## src/rtl/college_grade_bank.sv

```systemverilog
// Phased grade bank: teacher entry (OPEN) -> principal review (REVIEW) -> student reads (PUBLISHED).
// Latency: writes land at the sampling edge; student read data/valid appear one cycle after s_req.
// Backpressure: none; illegal or out-of-phase requests are dropped and counted in a saturating rej_cnt.
module college_grade_bank #(
  parameter int N_SUBJ    = 3,
  parameter int DATA_W    = 8,
  parameter int MAX_GRADE = 100,
  localparam int IDX_W    = $clog2(N_SUBJ)
) (
  input  logic              clk,
  input  logic              rst,
  input  logic              t_wr_en,
  input  logic [IDX_W-1:0]  t_wr_idx,
  input  logic [DATA_W-1:0] t_wr_data,
  input  logic              t_done,
  input  logic              p_wr_en,
  input  logic [IDX_W-1:0]  p_wr_idx,
  input  logic [DATA_W-1:0] p_wr_data,
  input  logic              p_publish,
  input  logic              p_reopen,
  input  logic              s_req,
  input  logic [IDX_W-1:0]  s_idx,
  output logic              s_valid,
  output logic [DATA_W-1:0] s_data,
  output logic [1:0]        state,
  output logic [N_SUBJ-1:0] ovr,
  output logic [7:0]        rej_cnt
);

  // Index bound widened by one bit so a non-power-of-two N_SUBJ compares cleanly.
  localparam logic [IDX_W:0]    NSUBJ_V = (IDX_W+1)'(N_SUBJ);
  localparam logic [DATA_W-1:0] MAX_V   = DATA_W'(MAX_GRADE);

  typedef enum logic [1:0] {
    PH_OPEN   = 2'd0,
    PH_REVIEW = 2'd1,
    PH_PUB    = 2'd2
  } phase_t;

  phase_t            phase;
  logic [DATA_W-1:0] grade [N_SUBJ];

  logic       t_legal;
  logic       p_legal;
  logic       s_idx_ok;
  logic       t_acc;
  logic       p_acc;
  logic       s_acc;
  logic       t_rej;
  logic       p_rej;
  logic       s_rej;
  logic [1:0] rej_inc;
  logic [8:0] rej_sum;
  logic       ovr_clr;

  assign state = phase;

  // Request legality and phase gating; each requester contributes at most one rejection per cycle.
  always_comb begin
    t_legal  = ({1'b0, t_wr_idx} < NSUBJ_V) && (t_wr_data <= MAX_V);
    p_legal  = ({1'b0, p_wr_idx} < NSUBJ_V) && (p_wr_data <= MAX_V);
    s_idx_ok = ({1'b0, s_idx} < NSUBJ_V);

    t_acc = t_wr_en && (phase == PH_OPEN)   && t_legal;
    p_acc = p_wr_en && (phase == PH_REVIEW) && p_legal;
    s_acc = s_req   && (phase == PH_PUB)    && s_idx_ok;

    t_rej = t_wr_en && !t_acc;
    p_rej = p_wr_en && !p_acc;
    s_rej = s_req   && !s_acc;

    rej_inc = 2'(t_rej) + 2'(p_rej) + 2'(s_rej);
    rej_sum = {1'b0, rej_cnt} + 9'(rej_inc);

    // Reopen abandons the review round, so its override flags go away even if
    // a principal write lands in the same cycle. Publish beats reopen in REVIEW.
    ovr_clr = p_reopen &&
              (((phase == PH_REVIEW) && !p_publish) || (phase == PH_PUB));
  end

  // Grade storage: only one writer can be accepted per cycle because the phases are exclusive.
  always_ff @(posedge clk) begin
    if (rst) begin
      for (int i = 0; i < N_SUBJ; i++) begin
        grade[i] <= '0;
      end
    end else if (t_acc) begin
      grade[t_wr_idx] <= t_wr_data;
    end else if (p_acc) begin
      grade[p_wr_idx] <= p_wr_data;
    end
  end

  // Phase FSM with override flags; irrelevant transition inputs are silently ignored.
  always_ff @(posedge clk) begin
    if (rst) begin
      phase <= PH_OPEN;
      ovr   <= '0;
    end else begin
      if (ovr_clr) begin
        ovr <= '0;
      end else if (p_acc) begin
        ovr[p_wr_idx] <= 1'b1;
      end

      case (phase)
        PH_OPEN: begin
          if (t_done) begin
            phase <= PH_REVIEW;
          end
        end
        PH_REVIEW: begin
          if (p_publish) begin
            phase <= PH_PUB;
          end else if (p_reopen) begin
            phase <= PH_OPEN;
          end
        end
        PH_PUB: begin
          if (p_reopen) begin
            phase <= PH_OPEN;
          end
        end
        default: begin
          phase <= PH_OPEN;
        end
      endcase
    end
  end

  // Student read port: one read per cycle, data holds when nothing is accepted.
  always_ff @(posedge clk) begin
    if (rst) begin
      s_valid <= 1'b0;
      s_data  <= '0;
    end else begin
      s_valid <= s_acc;
      if (s_acc) begin
        s_data <= grade[s_idx];
      end
    end
  end

  // Rejection counter, saturating at 255.
  always_ff @(posedge clk) begin
    if (rst) begin
      rej_cnt <= '0;
    end else if (rej_sum[8]) begin
      rej_cnt <= 8'hFF;
    end else begin
      rej_cnt <= rej_sum[7:0];
    end
  end

endmodule
```

## config.mk

```make
export PLATFORM = sky130hd
export DESIGN_NAME = college_grade_bank
export DESIGN_NICKNAME = d
export VERILOG_FILES = /design/src/rtl/college_grade_bank.sv
export SDC_FILE = /design/constraint.sdc
export NUM_CORES = 1
export LEC_CHECK = 0
export CAP_MARGIN = 20
export CORE_MARGIN = 5
export CORE_UTILIZATION = 55
export CTS_CLUSTER_DIAMETER = 80
export DETAILED_ROUTE_END_ITERATION = 10
export PLACE_DENSITY = 0.92
export SETUP_SLACK_MARGIN = 0.15
export SYNTH_ARGS = -nofsm -noshare
export SYNTH_HDL_FRONTEND = slang
export SYNTH_SLANG_ARGS = --single-unit
```

## constraint.sdc

```tcl
create_clock -name clk -period 8.2 [get_ports clk]
set_input_delay 1.23 -clock clk [delete_from_list [all_inputs] [get_ports clk]]
set_output_delay 1.23 -clock clk [all_outputs]
set_load 0.05 [all_outputs]
```

# == Word level (Yosys, flattened, before mapping) ==
# Memory sizes are Yosys's and may differ from the RTL's. A register that Yosys moved wholly into a read port is not among the register bits.
# Cells that the tools add are included.
# totals
latchBits,0
n_memories,1
mem_bits_ro,0
output_inout_bits,22
ramBits,24
register_bits,14
# mem_list
name,words,word_bits,rd,rd_ports_with_merged_regs,write_ports,line,source
grade,3,8,1,1,3,41,logic [DATA_W-1:0] grade [N_SUBJ];
# classes
n_shift,0
magnitude_cmp,7
bitwise,1
eq_ne,3
n_div,0
reduce_logical,23
n_addsub,3
mux,22
multipliers,0
# op_table
op,count
two-way mux 8 bit,3
"less-or-equal comparator 8 x 7 -> 1 bit, second input constant",2
OR reduction 8 bit,2
logical AND 1 bit,14
two-way mux 1 bit,12
two-way mux 2 bit,5
adder 8 x 2 -> 9 bit,1
"less-than comparator 2 bit, second input constant",3
one-hot mux 2 bit (3 select lines),1
zero test 1 bit,4
"less-than comparator 2 x 3 -> 1 bit, second input constant",1
OR 3 bit,1
adder 1 x 1 -> 2 bit,1
adder 2 x 1 -> 2 bit,1
demux 1 bit (select 2 bit),1
"== test 2 x 1 -> 1 bit, second input constant",1
"== test 2 bit, second input constant",1
">= comparator 2 x 1 -> 1 bit, second input constant",1
zero test 2 bit,1
"inequality test 2 bit, second input constant",1
OR reduction 2 bit,1
logical OR 1 bit,1

# == Longest topological paths before layout ==
# Gate-level depths: netlist (run 1).
# depth
ltp_word,9
depth_mapped,12

# == Worst setup path after synthesis (run 1) ==
# Ideal clock, no wire load.
# synth_path
kind,input -> register
from,in s_idx[0]
to,reg rej_cnt[0]
stages,12
setup_time_ps,132
setup_slack_ps,4665
arrival_time_ps,3402
path_cell_list,clkbuf_1 nand2_1 nand2_1 nand2_1 fa_1 inv_1 ha_1 fa_1 nand3_1 nor2_1 nand3_1 a21oi_1
# synth_via
elab_chain_cells,7
# synth_rtl
item,line,source
from (decl),22,"input logic [IDX_W-1:0] s_idx,"
less-than comparator 2 bit,62,"s_idx_ok = ({1'b0, s_idx} < NSUBJ_V);"
logical AND 1 bit,66,s_acc = s_req && (phase == PH_PUB) && s_idx_ok;
zero test 1 bit,70,s_rej = s_req && !s_acc;
logical AND 1 bit,70,
adder 2 x 1 -> 2 bit,72,rej_inc = 2'(t_rej) + 2'(p_rej) + 2'(s_rej);
adder 8 x 2 -> 9 bit,73,"rej_sum = {1'b0, rej_cnt} + 9'(rej_inc);"
two-way mux 8 bit,148,end else if (rej_sum[8]) begin
to (signal assigned),151,rej_cnt <= rej_sum[7:0];
to (decl),27,output logic [7:0] rej_cnt
# No other way between the ends.
# A chain may end at the register's enable or synchronous reset.

# == Worst setup path after layout (run 1) ==
# layout_path
from,in s_idx[1]
to,reg rej_cnt[1]
# Same word-level chain as after synthesis.

==> impl_metrics.toml, run 1 <==
[floorplan]
core_area_sq_um = 4384
die_height_um = 77.59
ios = 52
initial_core_util_pct = 57.31
die_width_um = 77.59
rows = 24
die-area_sq_um = 6019

[sta]
whs_ps = 458.7
skew_ps = 4.935
drv_slew = 0
min_period_over_period_pct = 50.32
worstMarginPinSlew_ps = 1004
rsz0062_at_grt = "no"
slew_headroom_pct = 33.09
fin_ws_ps = 4074
period_needed_ps = 4126
tns_ps = 0
clock.fmax_mhz = 242.4
setup-violations-final = 0
hold_viol = 0

[power]
clockPowerShare_pct = 26.1
power_switching_w = 0.0001580
p_int_w = 0.0003652
p_leak_nw = 1.160
power_density_nw_per_um2 = 167.6
switching_share_pct = 30.20
ir_worst_vdd_mv = 0.09203
comb_power_share_pct = 23.3
power_frac_seq_pct = 50.6
power.total_w = 0.0005232

[global_route]
grt_pass1_vias = 1933
antenna_found_initial = 0
grt_max_degree = 30
grt_usage_pct = 19.35
grt_pass1_wl_um = 9377
gr-total-overflow = 0

[worst_setup_path]
crit_type = "primary input to flop"
arrival_ps = 4270
cp_common_cell = "nand2_1"
cp_max_fo = 10
r2r_start = "state[0]"
slowest_delay_ps = 800
crit_required_ps = 8350
cp-startpoint = "s_idx[1]"
slowest_stage = "clkdlybuf4s50_1"
start_kind = "primary input"
end_kind = "flop"
worstPathCellList = "clkdlybuf4s50_1, nand2_1, nand2_1, nand2_1, fa_1, inv_1, ha_1, fa_1, nand3_1, nor2_1, nand3_1, a21oi_1"

[route]
wire_per_inst_um = 16.11
drc = 0
viasPerCell = 5.878
dr.pass1.iters = 4
drt_first_iter_violations = 145
ant_nets = 0
vias = 2128
wl_um = 5831

[synthesis]
yosysTopAreaCellShare_pct = 28.69
synth_seq_area_share_pct = 46.22
ys.warnings.count = 0
post_synth.cell_area_avg_sq_um = 9.626
synth_area_leader_cell = "edfxtp_1"
synthFlopType = "edfxtp_1"
synth.distinct_cells = 46
synth_edf_count = 24
synth_area_sq_um = 2512
synth_area_leaders = "edfxtp_1, dfxtp_1, a21oi_1"
synthCells = 261
ys_ff_latch = 46
synth_async_sr_flop_share_pct = 0

[cells_and_area]
final_cell_mix = "clkdlybuf4s50_1, nand2_1, a21oi_1"
layout_commonest_cell = "clkdlybuf4s50_1"
drive_above_1_share_pct = 5.806
final_net_count = 343
final_cell_area_sq_um = 3122
diodes = 0
syn_to_final_growth_pct = 24.25

[clock_network]
cts_tree = "built"
clock_latency_ps = 300
clockBufferDepth = 2
cts_resized = 0
hold_buffers = 0
post_cts_buffers = 0
cts_sinks = 46
numCtsBuffers = 5
path_clk_slew_ps = 80
root_buffer = "clkbuf_8"
htree_levels = 2

[placement]
detailed_place_hpwl_um = 4421
place_area_sq_um = 3039
pre_cts_ws_ps = 3775
numPortBuffers = 51
place_congestion = 0.8665

[worst_hold_path]
worstHoldStart = "s_data[3]"
min_path_type = "flop to flop"

[status]
status = "finished, final reports clean"

[job]
maxCapViolCount = 0
-- flip-flops by register name (all words and copies together), names as in the netlist --
register,cells
state,2
ovr,3
s_data,8
s_valid,1
grade,24
rej_cnt,8
-- per-stage QoR --
step / util, % / instances
floorplan: - / 263
global placement: 69.32 / 354
detailed placement: 69.32 / 354
CTS: 71.20 / 362
global route: 71.20 / 362
finish: 71.20 / 362
-- cell type report --
type,count,area (sq um)
sequential,46,1161
clock inverter,1,6.256
fill,331,1262
clock buffer,7,76.32
timing repair buffer,51,510.5
tap,52,65.06
multi-input combinational,193,1257
inverter,12,45.04
-- metal layers --
metal,GRT usage [%],up-vias,wire [um]
met5,0,-,0
met4,9.966,0,192
met3,3.356,21,459
met2,32.64,97,2867
met1,23.56,987,2313
li1,-,1023,-
-- cell usage after synthesis (6+ instances only) --
library cell   n
nand4_1       11
nand3b_1       7
nor2b_1       10
edfxtp_1      24
mux2i_1       10
o21ai_0       11
a21oi_1       25
nor2_1        22
nand2_1       25
and3_1         8
clkbuf_1       8
inv_1         11
mux2_4         6
o21a_1         7
dfxtp_1       22
and2_0         8
-- worst max-delay path: cells and delay by family --
kind            cells  cell delay (ps)
compound gates      1              110
simple gates        6              950
buf+inv             2              840
fa+ha+maj           3             1130
-- path summary, 6_finish.rpt --
check | end | slack (ps) | cells after the start
worst max-delay path | rej_cnt[1] | 4070 | 12
worst min-delay path | s_data[3] | 460 | 2
worst max register to register | rej_cnt[1] | 5140 | 11
worst min register to register | s_data[3] | 460 | 2
-- power groups by stage --
stage | Sequential [W] | Combinational (W) | Clock (W)
finish | 0.000265 | 0.000122 | 0.000137
global placement | 0.000269 | 0.000115 | 0
global route | 0.000266 | 0.000129 | 0.000146
floorplan | 0.000291 | 0.0000505 | 0
CTS | 0.000265 | 0.000121 | 0.000134
detailed placement | 0.000270 | 0.000118 | 0
-- cells by family after synthesis --
family | count (synthesis) | synth area share [%]
fa+ha+maj | 4 | 2.590
compound gates | 57 | 14.09
mux | 17 | 8.018
flops | 46 | 46.21
simple gates | 108 | 23.51
buf+inv | 24 | 4.034
other cells | 1 | 0.1493
xor+xnor | 4 | 1.395
Power figures use the tool's default switching activity.
==> inputs of run 2 (changes only) <==
- CORE_UTILIZATION: 55 -> 46
- PLACE_DENSITY: 0.92 -> 0.83
- clock period: 8.2 -> 3.7 ns (I/O delays scaled with it)
==> run 2 against run 1 <==
Effect of this change:
- core utilization down 11 points
- worst setup slack worse by 3500 ps
- clock power rose to 2.6 times the previous value
- clock skew up 5.1 ps
- hold slack worse by 1.8 ps
- routed wire length up 0.84%
- global-route usage down 2.1 points
- sequential share of layout area down 1.3 points
- combinational power up 120%
==> impl_metrics.toml, run 2 (same netlist as run 1, synthesis figures left out) <==
[worst_setup_path]
crit_required_ps = 3890
arrival_ps = 3280
end_kind = "flop"
start_kind = "primary input"
cp_max_fo = 6
crit_type = "primary input to flop"

[global_route]
grt_pass1_wl_um = 9701
antenna_found_initial = 0
grt_pass1_vias = 2014
grt_max_degree = 30
grt_usage_pct = 17.23
gr-total-overflow = 0

[clock_network]
cts_tree = "built"
cts_resized = 0
cts_sinks = 46
path_clk_slew_ps = 80
numCtsBuffers = 5
post_cts_buffers = 0
clockBufferDepth = 2
root_buffer = "clkbuf_8"
clock_latency_ps = 300
hold_buffers = 0
htree_levels = 2

[placement]
place_congestion = 0.9265
pre_cts_ws_ps = 315.3
numPortBuffers = 51
detailed_place_hpwl_um = 4504

[floorplan]
die_width_um = 83.91
ios = 52
rows = 27
core_area_sq_um = 5405
die_height_um = 83.91
die-area_sq_um = 7040
initial_core_util_pct = 46.48

[sta]
min_period_over_period_pct = 83.59
worstMarginPinSlew_ps = 845.1
slew_headroom_pct = 43.66
setup-violations-final = 0
fin_ws_ps = 607.1
tns_ps = 0
period_needed_ps = 3093
rsz0062_at_grt = "no"
clock.fmax_mhz = 323.3
skew_ps = 10.02
hold_viol = 0
drv_slew = 0

[cells_and_area]
final_cell_mix = "clkdlybuf4s50_1, nand2_1, a21oi_1"
layout_commonest_cell = "clkdlybuf4s50_1"
top_regs = "grade: 24 flops, rej_cnt: 8 flops, s_data: 8 flops"
final_net_count = 351
top_register = "grade"
syn_to_final_growth_pct = 28.73
drive_above_1_share_pct = 8.805
diodes = 0
largest_reg_flops = 24

[route]
wire_per_inst_um = 15.08
ant_nets = 0
viasPerCell = 5.336
wl_um = 5880
drt_first_iter_violations = 193
dr.pass1.iters = 4
drc = 0
vias = 2081

[power]
ir_worst_vdd_mv = 0.1607
p_leak_nw = 1.212
power_frac_seq_pct = 48.7
power_switching_w = 0.0003353
switching_share_pct = 27.90
p_int_w = 0.0008664
power_density_nw_per_um2 = 371.5
comb_power_share_pct = 22.2
clockPowerShare_pct = 29.1

[job]
maxCapViolCount = 0

[worst_hold_path]
min_path_type = "flop to flop"

[status]
status = "finished, final reports clean"
## run 2: worst max-delay path, cell delays in order
cell	delay, ps
clkdlybuf4s50_1	560
o2111ai_1	220
nand4_1	150
nand2_1	80
fa_1	510
inv_1	40
ha_1	210
fa_1	410
nand3_1	160
nor2_1	90
nand3_1	200
a21oi_1	100
## run 2: through the flow
step	cells	hold WS [ps]	power (W)	util, %	cell area [sq um]
after floorplan	263	589.5	0.0007574	-	2520
after global placement	382	436.3	0.0008592	57.80	3124
after detailed placement	382	442.6	0.0008638	57.80	3124
after CTS	390	458.6	0.001206	59.84	3234
after global routing	390	479.6	0.001260	59.84	3234
final	390	456.9	0.001202	59.84	3234
## run 2: cell type report
| cell class | instances | area, sq um |
|---|---|---|
| clock buffers | 8 | 110.1 |
| multi-input cells | 193 | 1257 |
| repair buffers | 59 | 570.5 |
| well taps | 72 | 90.09 |
| inverters | 12 | 45.04 |
| flip-flops and latches | 46 | 1161 |
| fillers | 478 | 2171 |
## run 2: routing by layer
| layer | track usage (%) | vias up | part of all wire [%] |
|---|---|---|---|
| met1 | 20.78 | 971 | 41 |
| met2 | 30.08 | 64 | 52 |
| met5 | 0 | - | 0 |
| met3 | 3.751 | 7 | 5.9 |
| li1 | - | 1039 | - |
| met4 | 6.140 | 0 | 1.7 |
## run 2: worst paths after layout
check,start,to,slack (ps),cells past startpoint
setup / recovery,t_wr_data[6],rej_cnt[0],610,12
hold / removal,s_data[7],s_data[7],460,2
setup reg to reg,state[0],rej_cnt[0],880,11
hold reg to reg,s_data[7],s_data[7],460,2
## run 2: power by group through the flow
stage / Clock, W / Sequential, W / Combinational [W]
floorplan: 0 / 0.000645 / 0.000112
global placement: 0 / 0.000597 / 0.000263
detailed placement: 0 / 0.000597 / 0.000267
CTS: 0.000352 / 0.000585 / 0.000269
global route: 0.000379 / 0.000589 / 0.000291
finish: 0.000350 / 0.000585 / 0.000267
==> inputs of run 3 (changes only) <==
- clock period: 3.7 -> 2.8 ns (I/O delays scaled with it)
==> run 3 against run 2 <==
Effect of this change:
- count of clock-buffer cells in the layout shrank 2
- hold slack lost 8.4 ps
- flip-flop and latch count is the same
- cell area grew 8.1%
- sequential share of layout area shrank 2.5 points
- via count grew 7.4%
- global-route usage grew 0.42 points
- final cell count grew 4.4%
- clock skew is essentially flat
- critical path depth is the same
- sequential power grew 33%
- largest cell class unchanged
==> impl_metrics.toml, run 3 (same netlist as run 1, synthesis figures left out) <==
[worst_setup_path]
cp-startpoint = "s_idx[1]"
endpoint = "rej_cnt[6]"
worstPathCellList = "clkdlybuf4s50_1, nand2_1, nand2_2, nand2_1, fa_1, inv_1, ha_2, fa_2, nand3_4, nor2_4, and3b_1, nor3_2"
end_kind = "flop"
slowest_delay_ps = 480
cp_num_buf_inv = 2
cp_common_cell = "nand2_1"
r2r_start = "state[0]"
crit_family = "adder cells"
arrival_ps = 2780
start_kind = "primary input"
r2r-end = "rej_cnt[6]"
crit_required_ps = 3040
r2r_cells = 11
cp.depth = 12
r2r_slack_ps = 310
cp_max_fo = 3
crit_type = "primary input to flop"
slowest_stage = "clkdlybuf4s50_1"

[route]
ant_nets = 0
wl_um = 6441
vias = 2234
drc = 0
drt_first_iter_violations = 211
wire_per_inst_um = 15.83
dr.pass1.iters = 4
viasPerCell = 5.489

[sta]
min_period_over_period_pct = 90.82
fin_ws_ps = 257.1
tns_ps = 0
setup-violations-final = 0
hold_viol = 0
slew_headroom_pct = 65.92
rsz0062_at_grt = "no"
drv_slew = 0
worstMarginPinSlew_ps = 509.7
skew_ps = 10.21
clock.fmax_mhz = 393.3
period_needed_ps = 2543

[global_route]
grt_pass1_wl_um = 10130
grt_usage_pct = 17.65
antenna_found_initial = 0
grt_busiest_layer = "met2"
grt_pass1_vias = 2138
gr-usage-met1_pct = 21.70
grt_max_degree = 20
use_met2_pct = 31.38
gr-total-overflow = 0
grtUsageMet3_pct = 3.653

[cells_and_area]
top_regs = "grade: 24 flops, rej_cnt: 8 flops, s_data: 8 flops"
largest_reg_flops = 24
syn_to_final_growth_pct = 39.14
drive_above_1_share_pct = 18.81
top_register = "grade"
final_net_count = 368
layout_commonest_cell = "clkdlybuf4s50_1"
fillers = 421
final_cell_mix = "clkdlybuf4s50_1, buf_4, nand2_1, edfxtp_1, nor2_1"
final_util_pct = 64.68
diodes = 0

[power]
power_density_nw_per_um2 = 499.2
ir_worst_vdd_mv = 0.2873
p_leak_nw = 1.378
power.total_w = 0.001745

[placement]
place_congestion = 0.9125
pre_cts_ws_ps = -330.0
detailed_place_hpwl_um = 4786
numPortBuffers = 51

[clock_network]
numCtsBuffers = 5
clock_latency_ps = 300
root_buffer = "clkbuf_8"
cts_sinks = 46
hold_buffers = 0
cts_tree = "built"
path_clk_slew_ps = 90
clockBufferDepth = 2
htree_levels = 2

[floorplan]
die_height_um = 83.91
die_width_um = 83.91
rows = 27
ios = 52
initial_core_util_pct = 46.48
die-area_sq_um = 7040
core_area_sq_um = 5405

[job]
maxCapViolCount = 0

[status]
status = "finished, final reports clean"

[worst_hold_path]
min_path_cells = 2
min_path_type = "flop to flop"
==> run 3: worst min-delay path by stage <==
stage	startpoint	endpoint	slack, ps
floorplan	state[1]	state[0]	560
global placement	ovr[2]	ovr[2]	440
detailed placement	ovr[1]	ovr[1]	440
CTS	ovr[1]	ovr[1]	460
global route	s_data[5]	s_data[5]	490
finish	ovr[1]	ovr[1]	450
==> run 3: layout make-up <==
| cell class | count | area, sq um | share of cell area [%] |
|---|---|---|---|
| multi-input cells | 193 | 1348 | 38.55 |
| flip-flops and latches | 46 | 1169 | 33.43 |
| repair buffers | 76 | 711.9 | 20.37 |
| clock buffers | 6 | 93.84 | 2.684 |
| well taps | 72 | 90.09 | 2.577 |
| inverters | 12 | 45.04 | 1.288 |
| clock inverters | 2 | 38.79 | 1.110 |
==> run 3: power by group <==
group / switching, W / total, W / internal, W
Clock: 0.000232 / 0.000553 / 0.000322
Combinational: 0.000233 / 0.000415 / 0.000182
Sequential: 0.0000309 / 0.000777 / 0.000746
==> run 3: per-layer routing <==
layer  routed length (um)  up-vias
li1                     -     1073
met1                 2698     1069
met2                 3281       89
met3                  409        3
met4                   52        0
met5                    0        -
==> run 3: stage by stage <==
stage | std cells | hold slack, ps | cell area (sq um)
global placement | 396 | 435.7 | 3252
floorplan | 263 | 559.9 | 2542
CTS | 406 | 458.3 | 3416
finish | 407 | 448.5 | 3496
global route | 407 | 488.8 | 3496
detailed placement | 396 | 442.4 | 3252
==> run 3: what timing repair did <==
action | 4_1_cts | 5_1_grt
pin swaps | 4 | 11
gates resized for setup | 7 | 19
endpoints found under the setup margin | 8 | 8
buffers inserted | 2 | 1
==> run 3: worst register-to-register path, delay by kind of cell (launching register included) <==
family        cells  cell delay [ps]
fa+ha+maj         3             1040
simple gates      7              950
buf+inv           1               40
flops             1              400
